===== config.mk =====
export PLATFORM = sky130hd
export DESIGN_NAME = ram_write_arbiter_flat
export DESIGN_NICKNAME = d
export VERILOG_FILES = /design/src/rtl/ram_write_arbiter_if.sv /design/src/rtl/ram_write_arbiter.sv /design/src/flat_wrapper.sv
export SDC_FILE = /design/constraint.sdc
export NUM_CORES = 1
export LEC_CHECK = 0
export ABC_AREA = 1
export BUFFER_PORTS_ARGS = -buffer_cell sky130_fd_sc_hd__buf_2
export CAP_MARGIN = 20
export CORE_MARGIN = 4
export CORE_UTILIZATION = 45
export DETAILED_ROUTE_END_ITERATION = 16
export GPL_TIMING_DRIVEN = 0
export PLACE_DENSITY = 0.73
export SLEW_MARGIN = 20
export SYNTH_ARGS = -nofsm -noshare
export SYNTH_HDL_FRONTEND = slang
export SYNTH_SLANG_ARGS = --single-unit

===== constraint.sdc =====
create_clock -name clk_i -period 1.8 [get_ports clk_i]
set_clock_uncertainty 0.1 [all_clocks]
set_input_delay 0.36 -clock clk_i [delete_from_list [all_inputs] [get_ports clk_i]]
set_output_delay 0.36 -clock clk_i [all_outputs]
set_load 0.05 [all_outputs]

===== src/rtl/ram_write_arbiter_if.sv =====
// Write-port bundle between two requesters, the clear control and the RAM write port.
interface ram_write_arbiter_if #(
    parameter int WIDTH     = 8,
    parameter int ADDR_BITS = 8
);
    logic                 req0_valid;
    logic                 req0_ready;
    logic [ADDR_BITS-1:0] req0_addr;
    logic [WIDTH-1:0]     req0_data;
    logic                 req1_valid;
    logic                 req1_ready;
    logic [ADDR_BITS-1:0] req1_addr;
    logic [WIDTH-1:0]     req1_data;
    logic                 clear_start;
    logic [WIDTH-1:0]     clear_value;
    logic                 clear_busy;
    logic                 clear_done;
    logic                 ram_write_enable;
    logic [ADDR_BITS-1:0] ram_write_addr;
    logic [WIDTH-1:0]     ram_write_data;

    modport slave (
        input  req0_valid, req0_addr, req0_data,
        input  req1_valid, req1_addr, req1_data,
        input  clear_start, clear_value,
        output req0_ready, req1_ready, clear_busy, clear_done,
        output ram_write_enable, ram_write_addr, ram_write_data
    );

    modport master (
        output req0_valid, req0_addr, req0_data,
        output req1_valid, req1_addr, req1_data,
        output clear_start, clear_value,
        input  req0_ready, req1_ready, clear_busy, clear_done,
        input  ram_write_enable, ram_write_addr, ram_write_data
    );
endinterface


===== src/rtl/ram_write_arbiter.sv =====
// Two-requester arbiter for a RAM write port with a built-in full-RAM clear sweep.
// Define RAM_ARB_ROUND_ROBIN_EN for round-robin arbitration; default is fixed priority to req0.
module ram_write_arbiter #(
    parameter int WIDTH     = 8,
    parameter int ADDR_BITS = 8
) (
    input  logic                clk_i,
    input  logic                reset_ni,
    ram_write_arbiter_if.slave  bus
);
    typedef enum logic {ARB, CLEAR} state_t;

    localparam logic [ADDR_BITS-1:0] LAST_ADDR = '1;

    state_t               state;
    logic [ADDR_BITS-1:0] cnt;
    logic                 we_q;
    logic [ADDR_BITS-1:0] addr_q;
    logic [WIDTH-1:0]     data_q;
    logic                 busy_q;
    logic                 done_q;
    logic                 grant0;
    logic                 grant1;
    logic                 arb_open;

    // A clear request in ARB closes the port in the same cycle it is seen.
    assign arb_open = (state == ARB) && !bus.clear_start;

`ifdef RAM_ARB_ROUND_ROBIN_EN
    logic prio1;

    always_comb begin
        grant0 = 1'b0;
        grant1 = 1'b0;
        if (arb_open) begin
            if (bus.req0_valid && bus.req1_valid) begin
                grant0 = !prio1;
                grant1 = prio1;
            end else begin
                grant0 = bus.req0_valid;
                grant1 = bus.req1_valid;
            end
        end
    end

    // Favour whoever was not served last; clears leave the pointer alone.
    always_ff @(posedge clk_i or negedge reset_ni) begin
        if (!reset_ni)   prio1 <= 1'b0;
        else if (grant0) prio1 <= 1'b1;
        else if (grant1) prio1 <= 1'b0;
    end
`else
    always_comb begin
        grant0 = 1'b0;
        grant1 = 1'b0;
        if (arb_open) begin
            grant0 = bus.req0_valid;
            grant1 = bus.req1_valid && !bus.req0_valid;
        end
    end
`endif

    assign bus.req0_ready       = grant0;
    assign bus.req1_ready       = grant1;
    assign bus.ram_write_enable = we_q;
    assign bus.ram_write_addr   = addr_q;
    assign bus.ram_write_data   = data_q;
    assign bus.clear_busy       = busy_q;
    assign bus.clear_done       = done_q;

    always_ff @(posedge clk_i or negedge reset_ni) begin
        if (!reset_ni) begin
            state  <= ARB;
            cnt    <= '0;
            we_q   <= 1'b0;
            addr_q <= '0;
            data_q <= '0;
            busy_q <= 1'b0;
            done_q <= 1'b0;
        end else begin
            case (state)
                ARB: begin
                    done_q <= 1'b0;
                    if (bus.clear_start) begin
                        // Fill value lives in data_q for the whole sweep.
                        state  <= CLEAR;
                        cnt    <= '0;
                        we_q   <= 1'b1;
                        addr_q <= '0;
                        data_q <= bus.clear_value;
                        busy_q <= 1'b1;
                    end else if (grant0) begin
                        we_q   <= 1'b1;
                        addr_q <= bus.req0_addr;
                        data_q <= bus.req0_data;
                    end else if (grant1) begin
                        we_q   <= 1'b1;
                        addr_q <= bus.req1_addr;
                        data_q <= bus.req1_data;
                    end else begin
                        we_q   <= 1'b0;
                    end
                end
                CLEAR: begin
                    // cnt is the address currently on the RAM port.
                    if (cnt == LAST_ADDR) begin
                        state  <= ARB;
                        we_q   <= 1'b0;
                        busy_q <= 1'b0;
                        done_q <= 1'b0;
                    end else begin
                        cnt    <= cnt + 1'b1;
                        addr_q <= cnt + 1'b1;
                        we_q   <= 1'b1;
                        done_q <= (cnt == LAST_ADDR - 1'b1);
                    end
                end
                default: state <= ARB;
            endcase
        end
    end
endmodule


===== src/flat_wrapper.sv =====
// flat-port wrapper written by rule: the top's interface ports become plain ports
module ram_write_arbiter_flat 
#(
    parameter int WIDTH     = 8,
    parameter int ADDR_BITS = 8
)
  (clk_i, reset_ni, bus_req0_valid, bus_req0_addr, bus_req0_data, bus_req1_valid, bus_req1_addr, bus_req1_data, bus_clear_start, bus_clear_value, bus_req0_ready, bus_req1_ready, bus_clear_busy, bus_clear_done, bus_ram_write_enable, bus_ram_write_addr, bus_ram_write_data);
  ram_write_arbiter_if #(.WIDTH(WIDTH), .ADDR_BITS(ADDR_BITS)) bus_i ();
  input  logic clk_i;
  input  logic reset_ni;
  input wire logic [$bits(bus_i.req0_valid)-1:0] bus_req0_valid;
  input wire logic [$bits(bus_i.req0_addr)-1:0] bus_req0_addr;
  input wire logic [$bits(bus_i.req0_data)-1:0] bus_req0_data;
  input wire logic [$bits(bus_i.req1_valid)-1:0] bus_req1_valid;
  input wire logic [$bits(bus_i.req1_addr)-1:0] bus_req1_addr;
  input wire logic [$bits(bus_i.req1_data)-1:0] bus_req1_data;
  input wire logic [$bits(bus_i.clear_start)-1:0] bus_clear_start;
  input wire logic [$bits(bus_i.clear_value)-1:0] bus_clear_value;
  output wire logic [$bits(bus_i.req0_ready)-1:0] bus_req0_ready;
  output wire logic [$bits(bus_i.req1_ready)-1:0] bus_req1_ready;
  output wire logic [$bits(bus_i.clear_busy)-1:0] bus_clear_busy;
  output wire logic [$bits(bus_i.clear_done)-1:0] bus_clear_done;
  output wire logic [$bits(bus_i.ram_write_enable)-1:0] bus_ram_write_enable;
  output wire logic [$bits(bus_i.ram_write_addr)-1:0] bus_ram_write_addr;
  output wire logic [$bits(bus_i.ram_write_data)-1:0] bus_ram_write_data;
  assign bus_i.req0_valid = bus_req0_valid;
  assign bus_i.req0_addr = bus_req0_addr;
  assign bus_i.req0_data = bus_req0_data;
  assign bus_i.req1_valid = bus_req1_valid;
  assign bus_i.req1_addr = bus_req1_addr;
  assign bus_i.req1_data = bus_req1_data;
  assign bus_i.clear_start = bus_clear_start;
  assign bus_i.clear_value = bus_clear_value;
  assign bus_req0_ready = bus_i.req0_ready;
  assign bus_req1_ready = bus_i.req1_ready;
  assign bus_clear_busy = bus_i.clear_busy;
  assign bus_clear_done = bus_i.clear_done;
  assign bus_ram_write_enable = bus_i.ram_write_enable;
  assign bus_ram_write_addr = bus_i.ram_write_addr;
  assign bus_ram_write_data = bus_i.ram_write_data;
  ram_write_arbiter #(.WIDTH(WIDTH), .ADDR_BITS(ADDR_BITS)) u_core (.clk_i(clk_i), .reset_ni(reset_ni), .bus(bus_i));
endmodule

==> metrics.csv, run 1 <==
metric,value,unit
IO buf count,64,
CTS root buf,clkbuf_4,
Slowest cell on crit path,dfrtp_1,
GRT overflow,0,
number of vias per cell,4.914,
Core ar.,0.003390,mm^2
First-pass DRT Iterations,4,
Slew Limit Fails,0,
"commonest non-fill, non-tap cell in the layout",nand2_1,
worst setup margin,-13.82,ps
Critical R2R Capture,u_core.bus.ram_write_addr[6]$_DFFE_PN0P_,
CP startpoint kind,flip-flop,
largest net degree at the start of global routing,29,
cell mode on critical path,buf_6,
antenna cells,0,
"commonest non-fill, non-tap cells in the layout","nand2_1 (75), buf_2 (63), dfrtp_1 (28)",
r2r worst-path depth,8,
leakage,1.140,nW
R2R Setup Slk,180,ps
CP Data Arrival Time,1350,ps
Core Rows,21,
endpoints failing setup,1,
maximum clock path buffer count,2,
Overall Global Routing Usage,19.76,%
Cells after Synth,219,
post-synth cell types,26,
Main synth FF type,dfrtp_1,
Syn Area/Cell,7.342,um^2
FILL cells,321,
relative slew slack,58.77,%
Synth Register Bits,28,
Nets,341,
initial antenna violation count,0,
RePlAce Congestion,0.8120,
Netlist Area Pre-Place,0.001608,mm^2
Starting Density,47.43,%
launch point of the worst reg-to-reg path,u_core.cnt[0]$_DFFE_PN0P_,
drt first-iter violations,103,
Synth area leader,dfrtp_1,
Met2 Wirelength,2085,um
multi-input logic area,839.6,um^2
sequential fraction of the synthesis area,43.58,%
ranking of synthesized cells by area,"dfrtp_1 (44%), nand2_1 (18%), nor2_1 (6.3%), nand3_1 (4.0%), o21ai_1 (4.0%)",
DP Cell Count,329,
Crit. Startpoint,u_core.state$_DFF_PN0_,
Syn Nets,266,
Die Height,67.78,um
remaining antenna violation count,0,
"non-filler cells, final",339,
DP HPWL,3190,um
Tcrit/Tclk final,100.8,%
final count of hold timing violations,0,
Num CTS Buffers,3,
critical path cell sequence,buf_6 -> nor2_8 -> inv_4 -> nor3_4 -> buf_6,
Post-synth ARST share,100.0,%
"slowest stage delay, CP",400,ps
routed vias,1666,
number of synthesized flops with an enable pin,0,
Hold Path Class,in -> reg,
clock latency at the later pin of the worst-skew pair,330,ps
Synth top area share,43.58,%
status,finished with violations,
layout cells sized above 1,33.11,%
first-pass GRT wire length,6969,um
PD cells,1268,mW/mm^2
Clock transition at path regs,150,ps
Register Area,700.7,um^2
worst-path maximum fanout,4,
worst setup path class,reg -> out,
die footprint,0.004593,mm^2
total negative setup slack,-13.82,ps
max-cap violations,0,
DRC,0,
H-tree depth,1,
Area Overhead vs Synth,32.37,%
Avg WL per Cell,12.40,um
WL met1,1744,um
maximum VDD drop,0.6317,mV
routed wire length,4202,um
Top Ports,66,
Fmax achieved,551.3,MHz
synth warn,0,
Worst-Margin Slew,618.4,ps
Critical path destination,bus_req1_ready,
failing checks,setup timing,
number of global-route vias before repair,1603,
highest routing layer actually used,met4,
final core occ,62.79,%
crit end category,primary output,
TritonCTS clock tree,built,
clock sink total,28,
metal3 WL,302,um
Chip Width,67.78,um
Critical Path RT,1340,ps
RSZ-0062 raised after global routing,yes,
Final min period,1814,ps
registers in the layout, indices dropped and copies added (netlist names):
register                     cells
u_core.bus.ram_write_enable      1
u_core.bus.ram_write_addr        8
u_core.cnt                       8
u_core.state                     1
u_core.bus.clear_busy            1
u_core.bus.ram_write_data        8
u_core.bus.clear_done            1
worst min path at each step:
stage                                   from                                        to  slack [ps]  cells after the start
after CTS                 bus_clear_value[3]  u_core.bus.ram_write_data[3]$_DFFE_PN0P_         200                      3
after global routing      bus_clear_value[3]  u_core.bus.ram_write_data[3]$_DFFE_PN0P_         210                      3
after global placement              reset_ni           u_core.bus.clear_done$_DFF_PN0_         310                      1
after floorplan                     reset_ni         u_core.bus.clear_busy$_DFFE_PN0P_         -40                      0
final                     bus_clear_value[3]  u_core.bus.ram_write_data[3]$_DFFE_PN0P_         200                      3
after detailed placement            reset_ni           u_core.bus.clear_done$_DFF_PN0_         320                      1
metrics by stage:
| stage | hold slack (ps) | power (mW) | area [um^2] | setup WS [ps] |
|---|---|---|---|---|
| 2_1_floorplan | -35.59 | 2.040 | 1619 | 147.6 |
| 3_3_place_gp | 312.7 | 2.364 | 1997 | 92.18 |
| 3_5_place_dp | 317.6 | 2.391 | 1997 | 91.22 |
| 4_1_cts | 202.2 | 2.708 | 2121 | -35.22 |
| 5_1_grt | 206.0 | 2.899 | 2128 | -80.75 |
| 6_report | 197.1 | 2.700 | 2128 | -13.82 |
critical path: cells and delay by family (launching register included):
family / cells / cell delay [ps]
buf+inv: 3 / 360
flops: 1 / 400
simple gates: 2 / 260
area by class of cell:
type                            count  share of cell area, %
Clock buffer                        4                  1.705
Tap cell                           46                  2.704
Sequential cell                    28                  32.92
Multi-Input combinational cell    172                  39.45
Inverter                           16                  3.645
Timing Repair Buffer               70                  18.28
Buffer                              3                  1.293
per-layer routing:
layer,global-route usage [%],up-vias
li1,-,856
met1,25.16,749
met2,32.69,53
met3,4.659,8
met4,6.948,0
met5,0,-
kinds of logic (layout without fill, tap and decap cells):
kind of cell             count (synthesis)  after routing  synth area share [%]
flip-flops                              28             28                 43.58
AO/OA/AOI/OAI                           39             39                 12.30
AND/OR/NAND/NOR                        131            131                 37.12
buffers and inverters                   19             93                 5.447
adder cells (fa/ha/maj)                  2              2                 1.556
power breakdown:
group | leakage [nW] | internal [mW] | switching, mW
logic | 0.799 | 0.382 | 0.958
clock network | 0.0210 | 0.124 | 0.192
registers | 0.320 | 0.853 | 0.191
total | 1.14 | 1.36 | 1.34
Yosys cell counts, types with 2 or more instances:
cell      n
inv_2     4
dfrtp_1  28
inv_1    10
nor2_1   27
nor2_4    2
nand2_1  75
o21ai_0  12
nand2_4   3
o21ai_1  13
o22ai_1   2
ha_1      2
nand3_1  13
nand2_2   4
a21oi_1  12
timing repair:
item,CTS,global route
endpoints found under the setup margin,2,2
buffers inserted,4,1
endpoints found under the hold margin,28,0
pin swaps,1,1
hold buffers,1,0
gates resized for setup,12,0
(Power assumes the default switching activity.)
==> run 2: changes to the inputs <==
--- a/config.mk
+++ b/config.mk
@@ -8,8 +8,10 @@
 export ABC_AREA = 1
 export BUFFER_PORTS_ARGS = -buffer_cell sky130_fd_sc_hd__buf_2
 export CAP_MARGIN = 20
+export CORE_ASPECT_RATIO = 1.1
 export CORE_MARGIN = 4
 export CORE_UTILIZATION = 45
+export CTS_CLUSTER_DIAMETER = 30
 export DETAILED_ROUTE_END_ITERATION = 16
 export GPL_TIMING_DRIVEN = 0
 export PLACE_DENSITY = 0.73
==> metrics.csv, run 2 (same netlist as run 1, synthesis figures left out) <==
metric,value,unit
status,finished with violations,
failing checks,setup timing,
antenna cells,0,
TritonCTS clock tree,built,
routed vias,1617,
drt first-iter violations,106,
maximum clock path buffer count,2,
worst-path maximum fanout,4,
worst setup margin,-27.18,ps
IO buf count,64,
die footprint,0.004594,mm^2
Overall Global Routing Usage,19.73,%
Num CTS Buffers,3,
Final min period,1827,ps
RePlAce Congestion,0.8092,
switching share of power,50.24,%
PD cells,1246,mW/mm^2
Critical Path RT,1340,ps
Clock transition at path regs,140,ps
initial antenna violation count,0,
largest net degree at the start of global routing,29,
Fmax achieved,547.3,MHz
CP Data Arrival Time,1370,ps
clock latency at the later pin of the worst-skew pair,320,ps
Core Rows,22,
Register Area,700.7,um^2
first-pass GRT wire length,7293,um
FILL cells,328,
GRT overflow,0,
pre-CTS WS,72.42,ps
worst setup path class,reg -> out,
RSZ-0062 raised after global routing,yes,
maximum VDD drop,0.7583,mV
Area Overhead vs Synth,31.67,%
Logic pwr share,51.0,%
max-cap violations,0,
clock share of power,9.4,%
"commonest non-fill, non-tap cells in the layout","nand2_1 (75), buf_2 (63), dfrtp_1 (28)",
Worst-Margin Slew,606.5,ps
remaining antenna violation count,0,
R2R Setup Slk,190,ps
CTS root buf,clkbuf_4,
internal power,1.313,mW
Nets,341,
First-pass DRT Iterations,4,
Top Ports,66,
final count of hold timing violations,0,
Tcrit/Tclk final,101.5,%
Seq pwr share,39.6,%
CP startpoint kind,flip-flop,
DRC,0,
endpoints failing setup,1,
relative slew slack,59.56,%
DP HPWL,3115,um
layout cells sized above 1,32.88,%
Starting Density,47.49,%
Pwr Total,2.638,mW
r2r worst-path depth,8,
crit end category,primary output,
Hold Crit Depth,3,
leakage,1.133,nW
routed wire length,4192,um
Core ar.,0.003386,mm^2
Die Height,70.69,um
number of vias per cell,4.756,
switching power,1.325,mW
"commonest non-fill, non-tap cell in the layout",nand2_1,
Slew Limit Fails,0,
Chip Width,64.99,um
Hold Path Class,in -> reg,
clock sink total,28,
Avg WL per Cell,12.33,um
multi-input logic area,839.6,um^2
Hold WS,204.3,ps
number of global-route vias before repair,1649,
H-tree depth,1,
-- run 2: changes by cell type in the layout (fill, tap and decap cells not counted), sizes merged --
cell / before / now
clkbuf: 4 / 3
-- run 2: final cells by class --
class,instances,share of cell area [%]
multi-input cells,172,39.66
flip-flops and latches,28,33.10
repair buffers,70,18.38
inverters,16,3.664
well taps,48,2.837
plain buffers,3,1.300
clock buffers,3,1.064
-- run 2: worst paths after layout --
kind	from	to
max in group asynchronous	reset_ni	u_core.bus.ram_write_addr[3]$_DFFE_PN0P_
min in group asynchronous	reset_ni	u_core.cnt[7]$_DFFE_PN0P_
max reg2reg	u_core.cnt[0]$_DFFE_PN0P_	u_core.bus.ram_write_addr[6]$_DFFE_PN0P_
min	bus_clear_value[3]	u_core.bus.ram_write_data[3]$_DFFE_PN0P_
max	u_core.state$_DFF_PN0_	bus_req1_ready
min reg2reg	u_core.bus.ram_write_data[3]$_DFFE_PN0P_	u_core.bus.ram_write_data[3]$_DFFE_PN0P_
-- run 2: metal layers --
metal	up-vias	global-route usage (%)	share of wire, %	wire, um
met5	-	0	0	0
met4	0	5.634	1.2	49
met3	4	2.698	4.4	184
met2	39	34.66	51	2132
met1	723	25.10	44	1825
li1	851	-	-	-
-- run 2: timing repair --
item                       4_1_cts  5_1_grt
pin swaps                        1        1
setup endpoints to repair        2        2
hold endpoints to repair        28        0
hold buffers                     1        0
gates resized for setup         11        1
buffers inserted                 4        1
-- run 2: power by group through the flow --
stage          clock, mW  sequential (mW)  combinational [mW]
6_report           0.247             1.05                1.34
5_1_grt            0.280             1.08                1.50
4_1_cts            0.256             1.04                1.35
3_5_place_dp           0             1.05                1.34
3_3_place_gp           0             1.05                1.32
2_1_floorplan          0             1.48               0.561
-- run 2: worst max-delay path, cell delays in order (launching register included) --
cell	delay (ps)
dfrtp_1	400
buf_6	130
nor2_8	150
inv_4	50
nor3_4	130
buf_6	180
-- run 2: metrics by stage --
stage               utilization [%]  area, um^2  cells  setup TNS, ps
global route                  62.53        2117    340         -146.2
global placement              59.05        1999    331              0
detailed placement            59.05        1999    331              0
finish                        62.53        2117    340         -27.18
floorplan                         -        1619    219              0
CTS                           62.16        2105    339         -112.6
